`src/rtl/cpu_defs.sv`:
```
// Shared fetch-stage definitions: decoder address-select codes, the NOP word,
// the fetch FSM encoding and the prefetch FIFO entry layout.
package cpu_defs;

  localparam logic [1:0]  ADDRESS_SELECT_ALU = 2'b00;
  localparam logic [1:0]  ADDRESS_SELECT_PC  = 2'b01;
  localparam logic [1:0]  ADDRESS_SELECT_INC = 2'b10;
  localparam logic [31:0] INSTRUCTION_NOP    = 32'hE1A0_0000;

  typedef enum logic [1:0] {
    FETCH_IDLE = 2'b00,
    FETCH_REQ  = 2'b01,
    FETCH_DROP = 2'b10
  } fetch_state_t;

  typedef struct packed {
    logic [31:0] pc;
    logic [31:0] instr;
  } fetch_entry_t;

  // Only ALU and PC selects move the fetch stream; INC and the spare code do not.
  function automatic logic is_redirect(input logic upd, input logic [1:0] sel);
    return upd && ((sel == ADDRESS_SELECT_ALU) || (sel == ADDRESS_SELECT_PC));
  endfunction

endpackage

```
`src/rtl/instruction_fetch_unit_if.sv`:
```
// Fetch-unit bus bundle: instruction-memory handshake, decoder redirect/stall
// inputs and the fetch->decode instruction outputs.
interface instruction_fetch_unit_if;
  logic        mem_req;
  logic [31:0] mem_addr;
  logic        mem_ack;
  logic [31:0] mem_rdata;
  logic        de_addreg_update;
  logic [1:0]  de_addreg_sel;
  logic [31:0] alu_result;
  logic [31:0] pc_value;
  logic        de_stall;
  logic [31:0] fd_instruction;
  logic [31:0] fd_pc;
  logic        fd_valid;

  modport master (
    output mem_req, mem_addr, fd_instruction, fd_pc, fd_valid,
    input  mem_ack, mem_rdata, de_addreg_update, de_addreg_sel,
           alu_result, pc_value, de_stall
  );

  modport slave (
    input  mem_req, mem_addr, fd_instruction, fd_pc, fd_valid,
    output mem_ack, mem_rdata, de_addreg_update, de_addreg_sel,
           alu_result, pc_value, de_stall
  );
endinterface

```
`src/rtl/fetch_fifo.sv`:
```
// Prefetch FIFO, DEPTH entries (power of two); head is combinational, push lands next cycle.
// Flush beats push; a push while full is only taken when a pop frees the slot in the same cycle.
module fetch_fifo #(
  parameter int DEPTH = 2,
  parameter int WIDTH = 64
) (
  input  logic                         clk,
  input  logic                         reset,
  input  logic                         i_push,
  input  logic                         i_pop,
  input  logic                         i_flush,
  input  logic [WIDTH-1:0]             i_wr_dat,
  output logic [WIDTH-1:0]             o_rd_dat,
  output logic [$clog2(DEPTH):0]       o_count,
  output logic                         o_empty,
  output logic                         o_full
);

  localparam int AW = $clog2(DEPTH);
  localparam int CW = AW + 1;

  logic [WIDTH-1:0] r_mem [DEPTH];
  logic [AW-1:0]    r_wr_ptr;
  logic [AW-1:0]    r_rd_ptr;
  logic [CW-1:0]    r_count;
  logic             w_do_push;
  logic             w_do_pop;

  assign o_empty   = (r_count == '0);
  assign o_full    = (r_count == CW'(DEPTH));
  assign o_count   = r_count;
  assign o_rd_dat  = r_mem[r_rd_ptr];
  assign w_do_pop  = i_pop && !o_empty;
  assign w_do_push = i_push && (!o_full || w_do_pop);

  always_ff @(posedge clk) begin
    if (w_do_push && !i_flush) r_mem[r_wr_ptr] <= i_wr_dat;
  end

  always_ff @(posedge clk or posedge reset) begin
    if (reset) begin
      r_wr_ptr <= '0;
      r_rd_ptr <= '0;
      r_count  <= '0;
    end else if (i_flush) begin
      r_wr_ptr <= '0;
      r_rd_ptr <= '0;
      r_count  <= '0;
    end else begin
      if (w_do_push) r_wr_ptr <= r_wr_ptr + AW'(1);
      if (w_do_pop)  r_rd_ptr <= r_rd_ptr + AW'(1);
      case ({w_do_push, w_do_pop})
        2'b10:   r_count <= r_count + CW'(1);
        2'b01:   r_count <= r_count - CW'(1);
        default: r_count <= r_count;
      endcase
    end
  end

endmodule

```
`src/rtl/instruction_fetch_unit.sv`:
```
// Fetch stage: one outstanding memory read, words buffered in fetch_fifo; ack-to-fd_ latency 1 cycle.
// Decoder stall holds the FIFO head; fetching pauses when the FIFO would overflow.
module instruction_fetch_unit
  import cpu_defs::*;
#(
  parameter int          FIFO_DEPTH   = 2,
  parameter logic [31:0] RESET_VECTOR = 32'h0000_0000
) (
  input  logic                      clk,
  input  logic                      reset,
  instruction_fetch_unit_if.master  bus
);

  localparam int CW = $clog2(FIFO_DEPTH) + 1;
  localparam logic [CW-1:0] LP_DEPTH_M1 = CW'(FIFO_DEPTH - 1);

  fetch_state_t  r_state;
  logic [31:0]   r_fetch_addr;
  logic [31:0]   r_last_pc;
  logic          r_mem_req;
  logic [31:0]   r_mem_addr;

  logic          w_redirect;
  logic [31:0]   w_target;
  logic          w_ack;
  logic          w_push;
  logic          w_pop;
  logic          w_empty;
  logic          w_full;
  logic [CW-1:0] w_count;
  logic          w_room_idle;
  logic          w_room_req;
  fetch_entry_t  w_wr;
  fetch_entry_t  w_head;

  assign w_redirect = is_redirect(bus.de_addreg_update, bus.de_addreg_sel);
  assign w_target   = ((bus.de_addreg_sel == ADDRESS_SELECT_PC) ? bus.pc_value : bus.alu_result)
                      & 32'hFFFF_FFFC;
  assign w_ack      = bus.mem_ack && r_mem_req;
  // A redirect flushes the FIFO, so it also swallows any same-cycle push or pop.
  assign w_push     = (r_state == FETCH_REQ) && w_ack && !w_redirect;
  assign w_pop      = !w_empty && !bus.de_stall && !w_redirect;
  assign w_wr       = '{pc: r_fetch_addr, instr: bus.mem_rdata};

  assign w_room_idle = !w_full || w_pop;
  assign w_room_req  = (w_count < LP_DEPTH_M1) || w_pop;

  fetch_fifo #(
    .DEPTH (FIFO_DEPTH),
    .WIDTH ($bits(fetch_entry_t))
  ) u_fifo (
    .clk      (clk),
    .reset    (reset),
    .i_push   (w_push),
    .i_pop    (w_pop),
    .i_flush  (w_redirect),
    .i_wr_dat (w_wr),
    .o_rd_dat (w_head),
    .o_count  (w_count),
    .o_empty  (w_empty),
    .o_full   (w_full)
  );

  assign bus.mem_req        = r_mem_req;
  assign bus.mem_addr       = r_mem_addr;
  assign bus.fd_valid       = !w_empty;
  assign bus.fd_instruction = w_empty ? INSTRUCTION_NOP : w_head.instr;
  assign bus.fd_pc          = w_empty ? r_last_pc : w_head.pc;

  always_ff @(posedge clk or posedge reset) begin
    if (reset) begin
      r_state      <= FETCH_IDLE;
      r_fetch_addr <= RESET_VECTOR;
      r_last_pc    <= RESET_VECTOR;
      r_mem_req    <= 1'b0;
      r_mem_addr   <= RESET_VECTOR;
    end else begin
      if (w_push) r_last_pc <= r_fetch_addr;
      case (r_state)
        FETCH_IDLE: begin
          if (w_redirect) begin
            r_fetch_addr <= w_target;
            r_mem_addr   <= w_target;
            r_mem_req    <= 1'b1;
            r_state      <= FETCH_REQ;
          end else if (w_room_idle) begin
            r_mem_addr   <= r_fetch_addr;
            r_mem_req    <= 1'b1;
            r_state      <= FETCH_REQ;
          end
        end
        FETCH_REQ: begin
          if (w_redirect) begin
            r_fetch_addr <= w_target;
            if (w_ack) r_mem_addr <= w_target;
            else       r_state    <= FETCH_DROP;
          end else if (w_ack) begin
            r_fetch_addr <= r_fetch_addr + 32'd4;
            if (w_room_req) begin
              r_mem_addr <= r_fetch_addr + 32'd4;
            end else begin
              r_mem_req  <= 1'b0;
              r_state    <= FETCH_IDLE;
            end
          end
        end
        FETCH_DROP: begin
          // The stale request stays on the bus until acked; r_fetch_addr already holds the target.
          if (w_redirect) r_fetch_addr <= w_target;
          if (w_ack) begin
            r_mem_addr <= w_redirect ? w_target : r_fetch_addr;
            r_state    <= FETCH_REQ;
          end
        end
        default: begin
          r_mem_req <= 1'b0;
          r_state   <= FETCH_IDLE;
        end
      endcase
    end
  end

endmodule

```
`src/flat_wrapper.sv`:
```
// flat-port wrapper written by rule: the top's interface ports become plain ports
module instruction_fetch_unit_flat import cpu_defs::*;
#(
  parameter int          FIFO_DEPTH   = 2,
  parameter logic [31:0] RESET_VECTOR = 32'h0000_0000
)
  (clk, reset, bus_mem_req, bus_mem_addr, bus_fd_instruction, bus_fd_pc, bus_fd_valid, bus_mem_ack, bus_mem_rdata, bus_de_addreg_update, bus_de_addreg_sel, bus_alu_result, bus_pc_value, bus_de_stall);
  instruction_fetch_unit_if bus_i ();
  input  logic clk;
  input  logic reset;
  output wire logic [$bits(bus_i.mem_req)-1:0] bus_mem_req;
  output wire logic [$bits(bus_i.mem_addr)-1:0] bus_mem_addr;
  output wire logic [$bits(bus_i.fd_instruction)-1:0] bus_fd_instruction;
  output wire logic [$bits(bus_i.fd_pc)-1:0] bus_fd_pc;
  output wire logic [$bits(bus_i.fd_valid)-1:0] bus_fd_valid;
  input wire logic [$bits(bus_i.mem_ack)-1:0] bus_mem_ack;
  input wire logic [$bits(bus_i.mem_rdata)-1:0] bus_mem_rdata;
  input wire logic [$bits(bus_i.de_addreg_update)-1:0] bus_de_addreg_update;
  input wire logic [$bits(bus_i.de_addreg_sel)-1:0] bus_de_addreg_sel;
  input wire logic [$bits(bus_i.alu_result)-1:0] bus_alu_result;
  input wire logic [$bits(bus_i.pc_value)-1:0] bus_pc_value;
  input wire logic [$bits(bus_i.de_stall)-1:0] bus_de_stall;
  assign bus_mem_req = bus_i.mem_req;
  assign bus_mem_addr = bus_i.mem_addr;
  assign bus_fd_instruction = bus_i.fd_instruction;
  assign bus_fd_pc = bus_i.fd_pc;
  assign bus_fd_valid = bus_i.fd_valid;
  assign bus_i.mem_ack = bus_mem_ack;
  assign bus_i.mem_rdata = bus_mem_rdata;
  assign bus_i.de_addreg_update = bus_de_addreg_update;
  assign bus_i.de_addreg_sel = bus_de_addreg_sel;
  assign bus_i.alu_result = bus_alu_result;
  assign bus_i.pc_value = bus_pc_value;
  assign bus_i.de_stall = bus_de_stall;
  instruction_fetch_unit #(.FIFO_DEPTH(FIFO_DEPTH), .RESET_VECTOR(RESET_VECTOR)) u_core (.clk(clk), .reset(reset), .bus(bus_i));
endmodule
```
`config.mk`:
```
export PLATFORM = sky130hd
export DESIGN_NAME = instruction_fetch_unit_flat
export DESIGN_NICKNAME = d
export VERILOG_FILES = /design/src/rtl/cpu_defs.sv /design/src/rtl/instruction_fetch_unit_if.sv /design/src/rtl/fetch_fifo.sv /design/src/rtl/instruction_fetch_unit.sv /design/src/flat_wrapper.sv
export SDC_FILE = /design/constraint.sdc
export NUM_CORES = 1
export LEC_CHECK = 0
export CELL_PAD_IN_SITES_DETAIL_PLACEMENT = 0
export CELL_PAD_IN_SITES_GLOBAL_PLACEMENT = 1
export CORE_ASPECT_RATIO = 0.5
export CORE_MARGIN = 5
export CORE_UTILIZATION = 45
export CTS_CLUSTER_DIAMETER = 120
export DETAILED_ROUTE_END_ITERATION = 7
export PLACE_DENSITY_LB_ADDON = 0.1
export REMOVE_ABC_BUFFERS = 1
export SYNTH_ARGS = -nofsm -noshare
export SYNTH_HDL_FRONTEND = slang
export SYNTH_SLANG_ARGS = --single-unit
```
`constraint.sdc`:
```
create_clock -name clk -period 11.3 [get_ports clk]
set_input_delay 2.26 -clock clk [delete_from_list [all_inputs] [get_ports clk]]
set_output_delay 2.26 -clock clk [all_outputs]
set_load 0.005 [all_outputs]
```
==> impl_results.md <==
- DR pass1 iterations: 5
- Achievable clock frequency: 176 MHz
- Share of the synthesized area in the top cell type: 34.5%
- Clock sink count: 231
- Part of the Yosys area used for sequential elements: 57.7%
- Critical path endpoint category: output pin
- Wire length of the first global-routing pass: 48,100 um
- Die boundary height: 121 um
- Top post-synthesis cells by count: edfxtp_1 (128), nand2_1 (107), dfrtp_1 (103), o21ai_0 (102), mux2i_1 (90)
- Period utilisation layout: 50.4%
- Slew @ Worst Pin: 1130 ps
- Critical register-to-register path startpoint: u_core.u_fifo.o_count[0]
- RePlAce Congestion: 0.803
- # Post-CTS Setup Buffers: 0
- Syn Std Cell Area: 0.0111 mm2
- Relative slew margins: between 20% and 30%
- Gate Count Post-Synth: 990
- Top cell type by total area after synthesis: edfxtp_1
- Total power after layout: 0.00368 W
- Number of enable flip-flop cells after synthesis: 128
- Leading register cell type out of synthesis: edfxtp_1
- Worst Clk Skew: 24.0 ps
- Number of global-route vias before repair: 8,429
- Clock transition time at the flip-flop clock pins of the worst setup and hold paths: about 70 ps
- Vias after detailed routing: 8,499
- CTS H-Tree Depth: 1
- Final Hold Slack: just under 500 ps
- Number of buffers inserted for hold repair after clock tree synthesis: 0
- Run status: completed
- Cell row count: 40
- Launching element type of the critical path: register
- I/O pin count: 201
- Worst slack at placement: 5680 ps
- Clock latency on the worst-skew pair: 530 ps
- Maximum number of pins on one net before global-route repair: 94
- Area added between synthesis and finish: 26.3%
- Pwr dens: 262 mW/mm2
- Worst Hold Class: register to register
- Count of instances resized after the clock tree is built: 0
- Required time reported for the critical path endpoint: 9040 ps
- CORE AREA: between 0.02 and 0.025 mm2
- Number of I/O port buffers: 196
- Hpwl dp: just under 20,000 um
- Share of post-route cells with drive strength above 1: 9.21%
- Top fanout value on the critical path: 93
- Clock Root Buffer: clkbuf_16
- Max rail drop VDD: 0.152 mV
- CTS tree: done
- Number of max-cap violations: 0
- Critical Path End: bus_fd_instruction[30]
- YS warnings: 0
- Post-route setup slack: 5610 ps
- Total die area: 0.0282 mm2
- Final Critical Period: 5690 ps
- Slew Limit Fails: 0
- Cell at the slowest stage of the critical path: ha_4
- Unrepaired setup endpoints after global routing: no
- CP Data Arrival Time: 3430 ps
- Mean cell area of the mapped netlist: around 11 um2
- Remaining routing DRC violations: 0
- Final Hold Violating Endpoints: 0
- Category of the critical setup timing path: register to output pin
- Chip width: 232 um
- CP cell instances: inv_1, ha_4, clkinv_1, nand2_1, clkdlybuf4s50_1
- Number of antenna cells inserted: 0
- Area contributors post-synth: edfxtp_1 (35%), dfrtp_1 (23%), mux2i_1 (8.1%), o21ai_0 (4.6%), nand2_1 (3.6%)
- Initial core utilization: 46.1%
- Antenna violations before repair: 0
- Total setup violations reported at the end of the flow: 0
- Flop2flop setup slack: 7400 ps
- Fraction of registers with async set or reset after synthesis: 44.6%
- Most numerous cell in the Yosys netlist: edfxtp_1
- Average wire per cell in the routed design: 20.6 um
- Routed Antenna Nets: 0
- Leakage power total: about 5.2 nW
- GR Overflow Total: 0
- CTS Buffer Depth: 3
- Iteration-0 DRC count of the detailed router: 723
- Number of CTS-inserted buffers: 22
- Endpoint of the most critical register-to-register path: u_core.bus.mem_addr[20]
- Number of distinct library cells after synthesis: 62
- Post-synthesis register bit count: about 230
- Critical Path Source: u_core.u_fifo.o_count[0]
- All-layer global routing usage: 21.6%
- Net count of the finished layout: ~1,300
- Number of cell instances on the worst register-to-register path: 7
- CP peak stage delay: 890 ps
- Post-detailed-route via-to-cell ratio: roughly 5.7
- Routed Wire Length: 30,900 um
- Setup TNS: 0 ps
-- cell families after synthesis --
kind of cell / after synthesis / share of synthesized area (%)
xor+xnor: 22 / 1.73
compound gates: 224 / 12.6
flops: 231 / 57.7
buf+inv: 92 / 3.25
simple gates: 297 / 13.1
fa+ha+maj: 3 / 0.337
mux: 121 / 11.2
-- per-stage QoR --
stage          util (%)  std cells  cell area, um2
2_1_floorplan         -        909           10800
3_3_place_gp       55.3       1458           13400
3_5_place_dp       55.3       1458           13400
4_1_cts            58.2       1498           14100
5_1_grt            58.2       1498           14100
6_report           58.2       1498           14100
-- cell usage in the layout, fill, tap and decap left out, types with 11 or more instances in the layout --
| cell type | count |
|---|---|
| clkdlybuf4s50_1 | 195 |
| nor3_1 | 14 |
| xor2_1 | 12 |
| a31oi_1 | 11 |
| nor2b_1 | 12 |
| buf_4 | 17 |
| clkbuf_16 | 22 |
| nand2_1 | 107 |
| dfrtp_1 | 101 |
| nand4_1 | 29 |
| mux2i_1 | 90 |
| nand3_1 | 18 |
| mux2_2 | 31 |
| edfxtp_1 | 128 |
| nor2_1 | 65 |
| a21oi_1 | 24 |
| o21ai_0 | 101 |
| a211oi_1 | 17 |
-- final cells by class --
cell class	instances	area (um2)
multi-input combinational	667	4400
fill	2040	10100
clock inverter	13	106
timing repair buffer	213	2080
tap	336	420
sequential	231	6430
inverter	11	43.8
clock buffer	27	579
-- state kept, by name, summed over array words and instances, names as in the netlist --
signal	count
u_core.u_fifo.r_mem	128
u_core.bus.mem_addr	32
u_core.r_fetch_addr	32
u_core.r_last_pc	32
u_core.r_state	2
u_core.u_fifo.o_count	2
u_core.bus.mem_req	1
u_core.u_fifo.r_rd_ptr	1
u_core.u_fifo.r_wr_ptr	1
-- report_power, final --
part           switching, W  total (W)  internal (W)
Sequential         0.000278    0.00145       0.00117
Combinational      0.000764    0.00152      0.000752
Clock              0.000327   0.000718      0.000391
Total               0.00137    0.00368       0.00231
-- metal layers --
metal | routed length (um) | GRT usage, %
met1 | 14700 | 32.0
met4 | 498 | 4.31
met5 | 0 | 0
met3 | 1900 | 4.49
met2 | 13800 | 33.3
-- critical path: cells and delay by family (launching register included) --
family	cells	cell delay, ps
buffers and inverters	3	1410
adders and majority gates	1	890
and+or+nand+nor	1	230
DFF	1	360
-- how the worst min path moves through the flow --
stage / from / end / slack [ps] / depth (start not counted)
2_1_floorplan: u_core.r_last_pc[10] / u_core.r_last_pc[10] / 450 / 2
3_3_place_gp: u_core.bus.mem_addr[1] / u_core.bus.mem_addr[1] / 460 / 2
3_5_place_dp: u_core.bus.mem_addr[6] / u_core.bus.mem_addr[6] / 470 / 1
4_1_cts: u_core.bus.mem_addr[1] / u_core.bus.mem_addr[1] / 490 / 2
5_1_grt: u_core.bus.mem_addr[6] / u_core.bus.mem_addr[6] / 520 / 1
6_report: u_core.bus.mem_addr[6] / u_core.bus.mem_addr[6] / 480 / 1
Power figures use the tool's default switching activity.
